`src/rtl/kmap_lut_seq.sv`:
```
// kmap_lut_seq: registered, runtime-programmable truth-table evaluator.
// Each of the 2^N_IN entries holds N_OUT function bits plus N_OUT don't-care
// flags. Results come from single lookups (in_valid/in_ready) or from an
// automatic ascending sweep of every minterm (sweep_start/busy/done).
//
// Handshake: a lookup (in_valid) or table write (cfg_we) is accepted on a
// rising edge where in_ready/cfg_ready (both equal !busy) is high. There is
// no backpressure on the result side. out_valid pulses for one cycle per
// result. out_idx/out_f/out_dc hold between results.
//
// Optional build macro KMAP_LUT_PARITY_EN: stores an even-parity bit per
// entry, adds cfg_par_inv (fault injection) and a sticky par_err output.
module kmap_lut_seq #(
    parameter int N_IN    = 4,
    parameter int N_OUT   = 3,
    parameter int DC_FILL = 0
) (
    input  logic             clk,
    input  logic             rst,
    input  logic             cfg_we,
    input  logic [N_IN-1:0]  cfg_addr,
    input  logic [N_OUT-1:0] cfg_f,
    input  logic [N_OUT-1:0] cfg_dc,
    output logic             cfg_ready,
    input  logic             in_valid,
    input  logic [N_IN-1:0]  in_vec,
    output logic             in_ready,
    input  logic             sweep_start,
`ifdef KMAP_LUT_PARITY_EN
    input  logic             cfg_par_inv,
    output logic             par_err,
`endif
    output logic             busy,
    output logic             done,
    output logic             out_valid,
    output logic [N_IN-1:0]  out_idx,
    output logic [N_OUT-1:0] out_f,
    output logic [N_OUT-1:0] out_dc
);

    localparam int              DEPTH    = 1 << N_IN;
    localparam logic [N_IN-1:0] LAST_IDX = N_IN'(DEPTH - 1);
    localparam logic            FILL     = (DC_FILL != 0);

    typedef enum logic [1:0] {
        IDLE  = 2'd0,
        SWEEP = 2'd1,
        DONE  = 2'd2
    } state_t;

    state_t            state;
    state_t            state_next;
    logic [N_IN-1:0]   cnt;

    logic [N_OUT-1:0]  tab_f  [DEPTH];
    logic [N_OUT-1:0]  tab_dc [DEPTH];

    logic              accept_lookup;
    logic              write_en;
    logic              read_en;
    logic [N_IN-1:0]   read_addr;
    logic [N_OUT-1:0]  rd_f;
    logic [N_OUT-1:0]  rd_dc;
    logic [N_OUT-1:0]  res_f;

    assign busy          = (state != IDLE);
    assign done          = (state == DONE);
    assign cfg_ready     = !busy;
    assign in_ready      = !busy;
    assign accept_lookup = in_valid && !busy;
    assign write_en      = cfg_we && !busy;
    // The sweep owns the read port while in SWEEP; otherwise lookups use it.
    assign read_en       = accept_lookup || (state == SWEEP);
    assign read_addr     = (state == SWEEP) ? cnt : in_vec;
    assign rd_f          = tab_f[read_addr];
    assign rd_dc         = tab_dc[read_addr];
    // Don't-care bits are replaced by the fill value; the rest pass through.
    assign res_f         = (rd_f & ~rd_dc) | (rd_dc & {N_OUT{FILL}});

    // State register and sweep counter; reset aborts any sweep in flight.
    always_ff @(posedge clk) begin
        if (rst) begin
            state <= IDLE;
            cnt   <= '0;
        end else begin
            state <= state_next;
            if (state == IDLE && sweep_start) begin
                cnt <= '0;
            end else if (state == SWEEP) begin
                cnt <= cnt + 1'b1;
            end
        end
    end

    // Next-state logic: IDLE -> SWEEP on start, SWEEP ends after the last index.
    always_comb begin
        state_next = state;
        case (state)
            IDLE:    if (sweep_start) state_next = SWEEP;
            SWEEP:   if (cnt == LAST_IDX) state_next = DONE;
            DONE:    state_next = IDLE;
            default: state_next = IDLE;
        endcase
    end

    // Table storage; the read above sees the pre-write contents (read-before-write).
    always_ff @(posedge clk) begin
        if (rst) begin
            for (int i = 0; i < DEPTH; i++) begin
                tab_f[i]  <= '0;
                tab_dc[i] <= '0;
            end
        end else if (write_en) begin
            tab_f[cfg_addr]  <= cfg_f;
            tab_dc[cfg_addr] <= cfg_dc;
        end
    end

    // Result register: one-cycle latency, holds data when nothing is read.
    always_ff @(posedge clk) begin
        if (rst) begin
            out_valid <= 1'b0;
            out_idx   <= '0;
            out_f     <= '0;
            out_dc    <= '0;
        end else begin
            out_valid <= read_en;
            if (read_en) begin
                out_idx <= read_addr;
                out_f   <= res_f;
                out_dc  <= rd_dc;
            end
        end
    end

`ifdef KMAP_LUT_PARITY_EN
    logic tab_p [DEPTH];
    logic rd_p;

    assign rd_p = tab_p[read_addr];

    // Parity store: even parity over {f,dc}, optionally inverted to inject a fault.
    always_ff @(posedge clk) begin
        if (rst) begin
            for (int i = 0; i < DEPTH; i++) begin
                tab_p[i] <= 1'b0;
            end
        end else if (write_en) begin
            tab_p[cfg_addr] <= (^{cfg_f, cfg_dc}) ^ cfg_par_inv;
        end
    end

    // Sticky error flag: any read whose {f,dc,p} has odd weight sets it.
    always_ff @(posedge clk) begin
        if (rst) begin
            par_err <= 1'b0;
        end else if (read_en && (^{rd_f, rd_dc, rd_p})) begin
            par_err <= 1'b1;
        end
    end
`endif

endmodule

```
`config.mk`:
```
export PLATFORM = sky130hd
export DESIGN_NAME = kmap_lut_seq
export DESIGN_NICKNAME = d
export VERILOG_FILES = /design/src/rtl/kmap_lut_seq.sv
export SDC_FILE = /design/constraint.sdc
export NUM_CORES = 1
export LEC_CHECK = 0
export BUFFER_PORTS_ARGS = -buffer_cell sky130_fd_sc_hd__clkbuf_2
export CAP_MARGIN = 20
export CORE_MARGIN = 1
export CORE_UTILIZATION = 58
export DETAILED_ROUTE_END_ITERATION = 6
export PLACE_DENSITY = 0.76
export SLEW_MARGIN = 20
export SYNTH_ARGS = -nofsm -noshare
export SYNTH_HDL_FRONTEND = slang
export SYNTH_SLANG_ARGS = --single-unit
```
`constraint.sdc`:
```
create_clock -name clk -period 6.02 [get_ports clk]
set_clock_uncertainty 0.15 [all_clocks]
set_input_delay 1.204 -clock clk [delete_from_list [all_inputs] [get_ports clk]]
set_output_delay 1.204 -clock clk [all_outputs]
set_load 0.005 [all_outputs]
```
==> results.cfg, run 1 <==
[run_status]
status = complete, no violations

[timing]
worst_slew_pin_slew_ps = 1060
rsz0062_at_grt = false
finalSetupTns_ps = 0
fmax_ghz = 0.270
layout_min_cycle_time_ps = 3700
hold_violations = 0
maxSlewHeadroom_pct = 29.3
setup_viol = 0
final.period_utilization_pct = 61.5
slew_violations = 0

[yosys]
synth_area_leader_cell = edfxtp_1
synth_xor_area_share_pct = 0.302
ys_warn_count = 0
syn-num-nets = 515
avgSynthCellArea_um2 = 11.7
synth.area.mux_share_pct = 7.15
synth.yosys.seq_area_share_pct = 55.5
ys_seq_elements = 113
ys.flop_type = edfxtp_1
yosys-top-cells-area = edfxtp_1, and2_1, dfxtp_1, a211oi_1, mux2i_1
synth_top_family_by_area = simple AND/OR/NAND/NOR gates
synth_edf_count = 96
async_flop_share_pct = 0
yosysUniqueCellTypes = 50
netlist_instances = 495
synth_commonest_cells = and2_1, edfxtp_1, nor2_1
yosysTopAreaCellShare_pct = 49.6
syn_area_mm2 = 0.00581
synth_compound_area_share_pct = 13.6
synthSimpleGateAreaFrac_pct = 17.9
yosys.area_share.adder_pct = 0.215

[final_layout]
synthToLayoutAreaGrowth_pct = 12.4
fill_cells = 726
layout-drive-gt1-share_pct = 18.3
antenna_cells = 0
final_util_pct = 67.1
nets = 536

[clock_tree]
clock_latency_ps = 520
ctsHoldBuffers = 0
clock_path_buffers = 2
cts.htree.levels = 4
cts_tree = built
cts_buffers = 17
cts_setup_buffers = 0
clk_pin_slew_ps = 60
cts_sinks = 113
root_buffer = clkbuf_8
post_cts_resized = 0

[die]
dieWidth_um = 102
core_area_mm2 = 0.00973
die_height_um = 102
pin_count = 34
initial_core_util_pct = 59.7
die-area_mm2 = 0.0104
rows = 36

[grt]
grt_usage_pct = 28.6
overflow = 0
antenna_found_initial = 0
grt_pass1_vias = 3821
grt_pass1_wl_mm = 21.1
grt_max_degree = 41

[routing]
drtAntennaViolNets = 0
highest_layer = met4
viasPerCell = 6.03
wl_met3_mm = 1.02
drt_pass1_iterations = 5
drcViolationCount = 0
wirelength_mm = 13.7
wl_met2_mm = 6.47
wire_per_inst_um = 20.7
wl_met1_mm = 5.87
drtIter0Drc = 281
vias = 3995

[setup_path]
crit_path_start_kind = primary input
criticalPathCategory = primary input to flip-flop
arrival_ps = 3690
r2r_start = cnt[0]$_SDFFE_PP0P_
cp.required_ps = 6010
critical_path_peak_fanout = 20
critPathCaptureType = flip-flop
cp-startpoint = rst

[power]
p_leak_nw = 2.51
ir_drop_mv = 0.151
powerDensity_mw_per_mm2 = 317
fin_total_pwr_mw = 2.07

[placed_design]
gp_congestion = 0.848
dpl.hpwl_mm = 9.11
io_buffers = 33

[flow_run]
maxCapViolCount = 0

[min_path]
hp-class = flip-flop to flip-flop
hold_start = out_f[0]$_SDFFE_PP0P_
-- critical path: stages --
cell      delay, ps
clkbuf_2        280
inv_1           600
nand3_1         270
or3_1           530
o21ai_0         800
-- layer usage --
metal	global-route usage, %	vias up
met5	0	-
met4	11.8	0
met3	6.29	34
met2	45.7	173
met1	38.0	1939
li1	-	1849
-- cells in the final DEF, fill, tap and decap left out, types with 4 or more instances in the layout --
cell        synthesis  layout
a211oi_2            5       5
and2_1             96      96
clkbuf_2            0      33
edfxtp_1           96      96
nand2_1            16      16
inv_1              26      26
a211oi_1           38      38
clkbuf_16           0      16
nor3_1              9       9
mux2_1              4       4
nor2_1             41      41
or2_2               5       5
dfxtp_1            17      17
mux2_2              8       8
a2111oi_2           4       4
mux2i_1            28      28
nand3_1             5       5
clkinvlp_4          0       4
o21ai_0            12      12
-- sequential cells by signal, summed over array words and instances, names as in the netlist --
signal,cells
tab_dc,48
tab_f,48
cnt,4
out_idx,4
out_dc,3
out_f,3
state,2
out_valid,1
-- logic make-up after synthesis --
family / Yosys count
AOI/OAI and AO/OA: 93
and+or+nand+nor: 187
DFF: 113
buffers and inverters: 59
muxes: 40
xor gates and xnor gates: 2
adders and majority gates: 1
-- per-stage QoR --
step                hold slack, ps  setup slack, ps  cell area (um2)  cells
CTS                            343             2360             6520    661
detailed placement             335             1830             5940    629
floorplan                      330             3140             5810    495
global route                   357             2230             6530    662
global placement               329             2040             5940    629
finish                         343             2320             6530    662
-- final cells by class --
type                            instances  area, um2  area share [%]
Sequential cell                       113       3220            49.4
Multi-Input combinational cell        323       2280            34.9
Clock buffer                           17        414            6.34
Timing Repair Buffer                   35        180            2.76
Clock inverter                         15        169            2.59
Tap cell                              133        166            2.55
Inverter                               26       97.6            1.49
-- where the power goes --
group	internal, mW	leakage (nW)	switching [mW]	total (mW)
registers	0.883	1.13	0.0176	0.900
logic	0.0648	1.11	0.120	0.185
clock network	0.625	0.275	0.357	0.982
-- final timing paths --
path	to	slack [ps]	cells after the start
min reg2reg	out_f[0]$_SDFFE_PP0P_	340	2
max	tab_f[8][2]$_SDFFCE_PN0P_	2320	5
min	out_f[0]$_SDFFE_PP0P_	340	2
max reg2reg	out_f[0]$_SDFFE_PP0P_	2370	6
(Power assumes the default switching activity.)
==> run 2: changes to the inputs <==
--- a/config.mk
+++ b/config.mk
@@ -8,7 +8,7 @@
 export BUFFER_PORTS_ARGS = -buffer_cell sky130_fd_sc_hd__clkbuf_2
 export CAP_MARGIN = 20
 export CORE_MARGIN = 1
-export CORE_UTILIZATION = 58
+export CORE_UTILIZATION = 55
 export DETAILED_ROUTE_END_ITERATION = 6
 export PLACE_DENSITY = 0.76
 export SLEW_MARGIN = 20
==> constraint.sdc (replaced) <==
create_clock -name clk -period 3.2 [get_ports clk]
set_clock_uncertainty 0.15 [all_clocks]
set_input_delay 0.64 -clock clk [delete_from_list [all_inputs] [get_ports clk]]
set_output_delay 0.64 -clock clk [all_outputs]
set_load 0.005 [all_outputs]
==> run 2 against run 1 <==
- critical endpoint is now out_dc[2]$_SDFFE_PP0P_
- via count grew 5.6%
- clock power up 89%
- flip-flop and latch count unchanged
==> results.cfg, run 2 (same netlist as run 1, synthesis figures left out) <==
[run_status]
status = complete, no violations

[placed_design]
gp_congestion = 0.889
io_buffers = 33
dp.cells = 655
place_area_mm2 = 0.00611
dpl.hpwl_mm = 9.80

[power]
p_leak_nw = 2.64
fin_total_pwr_mw = 3.92
powerDensity_mw_per_mm2 = 584
ir_drop_mv = 0.313

[final_layout]
layout-drive-gt1-share_pct = 21.2
final_area_mm2 = 0.00671
reg_top3 = tab_dc (48), tab_f (48)
nets = 558
synthToLayoutAreaGrowth_pct = 15.5
final-instance-count-excl-fill = 687
fill_cells = 770
final_cell_mix = and2_1, edfxtp_1, nor2_1
final_util_pct = 65.3
antenna_cells = 0

[grt]
grt_max_degree = 41
overflow = 0
antenna_found_initial = 0
grt_pass1_wl_mm = 22.3
grt_pass1_vias = 4184
grt_usage_pct = 27.6

[timing]
fmax_ghz = 0.341
worst_slew_pin_slew_ps = 750
rsz0062_at_grt = false
final.period_utilization_pct = 91.7
slew_violations = 0
finalSetupTns_ps = 0
setup_viol = 0
layout_min_cycle_time_ps = 2930
hold_violations = 0
maxSlewHeadroom_pct = 49.8

[routing]
drcViolationCount = 0
drt_pass1_iterations = 5
viasPerCell = 6.14
drtIter0Drc = 387
vias = 4219
drtAntennaViolNets = 0
wirelength_mm = 14.3
wire_per_inst_um = 20.7

[setup_path]
r2r_start = state[0]$_SDFFE_PP0P_
cp.required_ps = 3520
cp_num_buf_inv = 1
arrival_ps = 3250
rr_endpoint = out_dc[2]$_SDFFE_PP0P_
slowest_stage = a31oi_2
max_stage_delay_ps = 590
critPathTopFamily = compound AO/OA/AOI/OAI gates
criticalPathCategory = flip-flop to flip-flop
critical_path_peak_fanout = 23
rr_worst_depth = 7
crit_path_start_kind = flip-flop
path_cells = nand2b_1 > buf_4 > a31oi_2 > a211oi_1 > a2111oi_0 > a211o_1 > o211a_1
r2r_setup_slack_ps = 270
critPathCaptureType = flip-flop

[flow_run]
maxCapViolCount = 0

[die]
rows = 37
die-area_mm2 = 0.0110
core_area_mm2 = 0.0103
pin_count = 34
initial_core_util_pct = 56.5
dieWidth_um = 105
die_height_um = 105

[clock_tree]
cts_sinks = 113
cts_setup_buffers = 0
cts.htree.levels = 4
cts_buffers = 17
ctsHoldBuffers = 0
post_cts_resized = 0
clock_latency_ps = 530
clock_path_buffers = 2
clk_pin_slew_ps = 60
cts_tree = built
root_buffer = clkbuf_8

[min_path]
hold_start = sweep_start
hold_depth = 4
hp-class = primary input to flip-flop
min_to = cnt[2]$_SDFFE_PP0P_
-- run 2: changes by cell type in the layout (fill, tap and decap cells not counted), sizes merged --
cell / change
clkbuf: +8
buf: +22
inv: +2
clkinvlp: -3
bufinv: -2
clkinv: -5
-- run 2: report_power, final --
group | leakage [nW] | total, mW | switching, mW | internal (mW)
sequential | 1.13 | 1.69 | 0.0349 | 1.66
clock | 0.293 | 1.86 | 0.647 | 1.21
combinational | 1.21 | 0.368 | 0.229 | 0.139
-- run 2: cell type report --
cell class	instances	area (um2)	share of cell area, %
clock buffers	25	529	7.89
clock inverters	7	65.1	0.970
inverters	26	97.6	1.45
multi-input cells	323	2280	34.0
flip-flops and latches	113	3220	48.0
well taps	136	170	2.54
repair buffers	57	345	5.15
-- run 2: routing by layer --
layer | track usage (%) | vias up | routed length [um]
met5 | 0 | - | 0
met4 | 13.1 | 0 | 408
met2 | 45.1 | 225 | 6810
li1 | - | 1897 | -
met1 | 34.3 | 2060 | 5820
met3 | 7.30 | 37 | 1220
-- run 2: how the worst max path moves through the flow --
stage	from	end	slack, ps	depth (start not counted)
5_1_grt	state[0]$_SDFFE_PP0P_	out_dc[2]$_SDFFE_PP0P_	240	7
2_1_floorplan	state[0]$_SDFFE_PP0P_	tab_dc[12][0]$_SDFFCE_PN0P_	840	6
6_report	state[0]$_SDFFE_PP0P_	out_dc[2]$_SDFFE_PP0P_	270	7
4_1_cts	state[0]$_SDFFE_PP0P_	out_dc[2]$_SDFFE_PP0P_	350	7
3_3_place_gp	in_vec[0]	out_dc[2]$_SDFFE_PP0P_	490	6
3_5_place_dp	in_vec[0]	out_dc[2]$_SDFFE_PP0P_	360	6
-- run 2: worst min-delay path: stages --
cell and delay, ps:
clkbuf_2 90, nand2_1 50, nand2_1 80, nor2_1 50
-- run 2: metrics by stage --
step / setup slack (ps) / hold slack, ps
2_1_floorplan: 844 / 330
3_3_place_gp: 485 / 337
4_1_cts: 354 / 262
3_5_place_dp: 358 / 355
6_report: 266 / 284
5_1_grt: 241 / 277
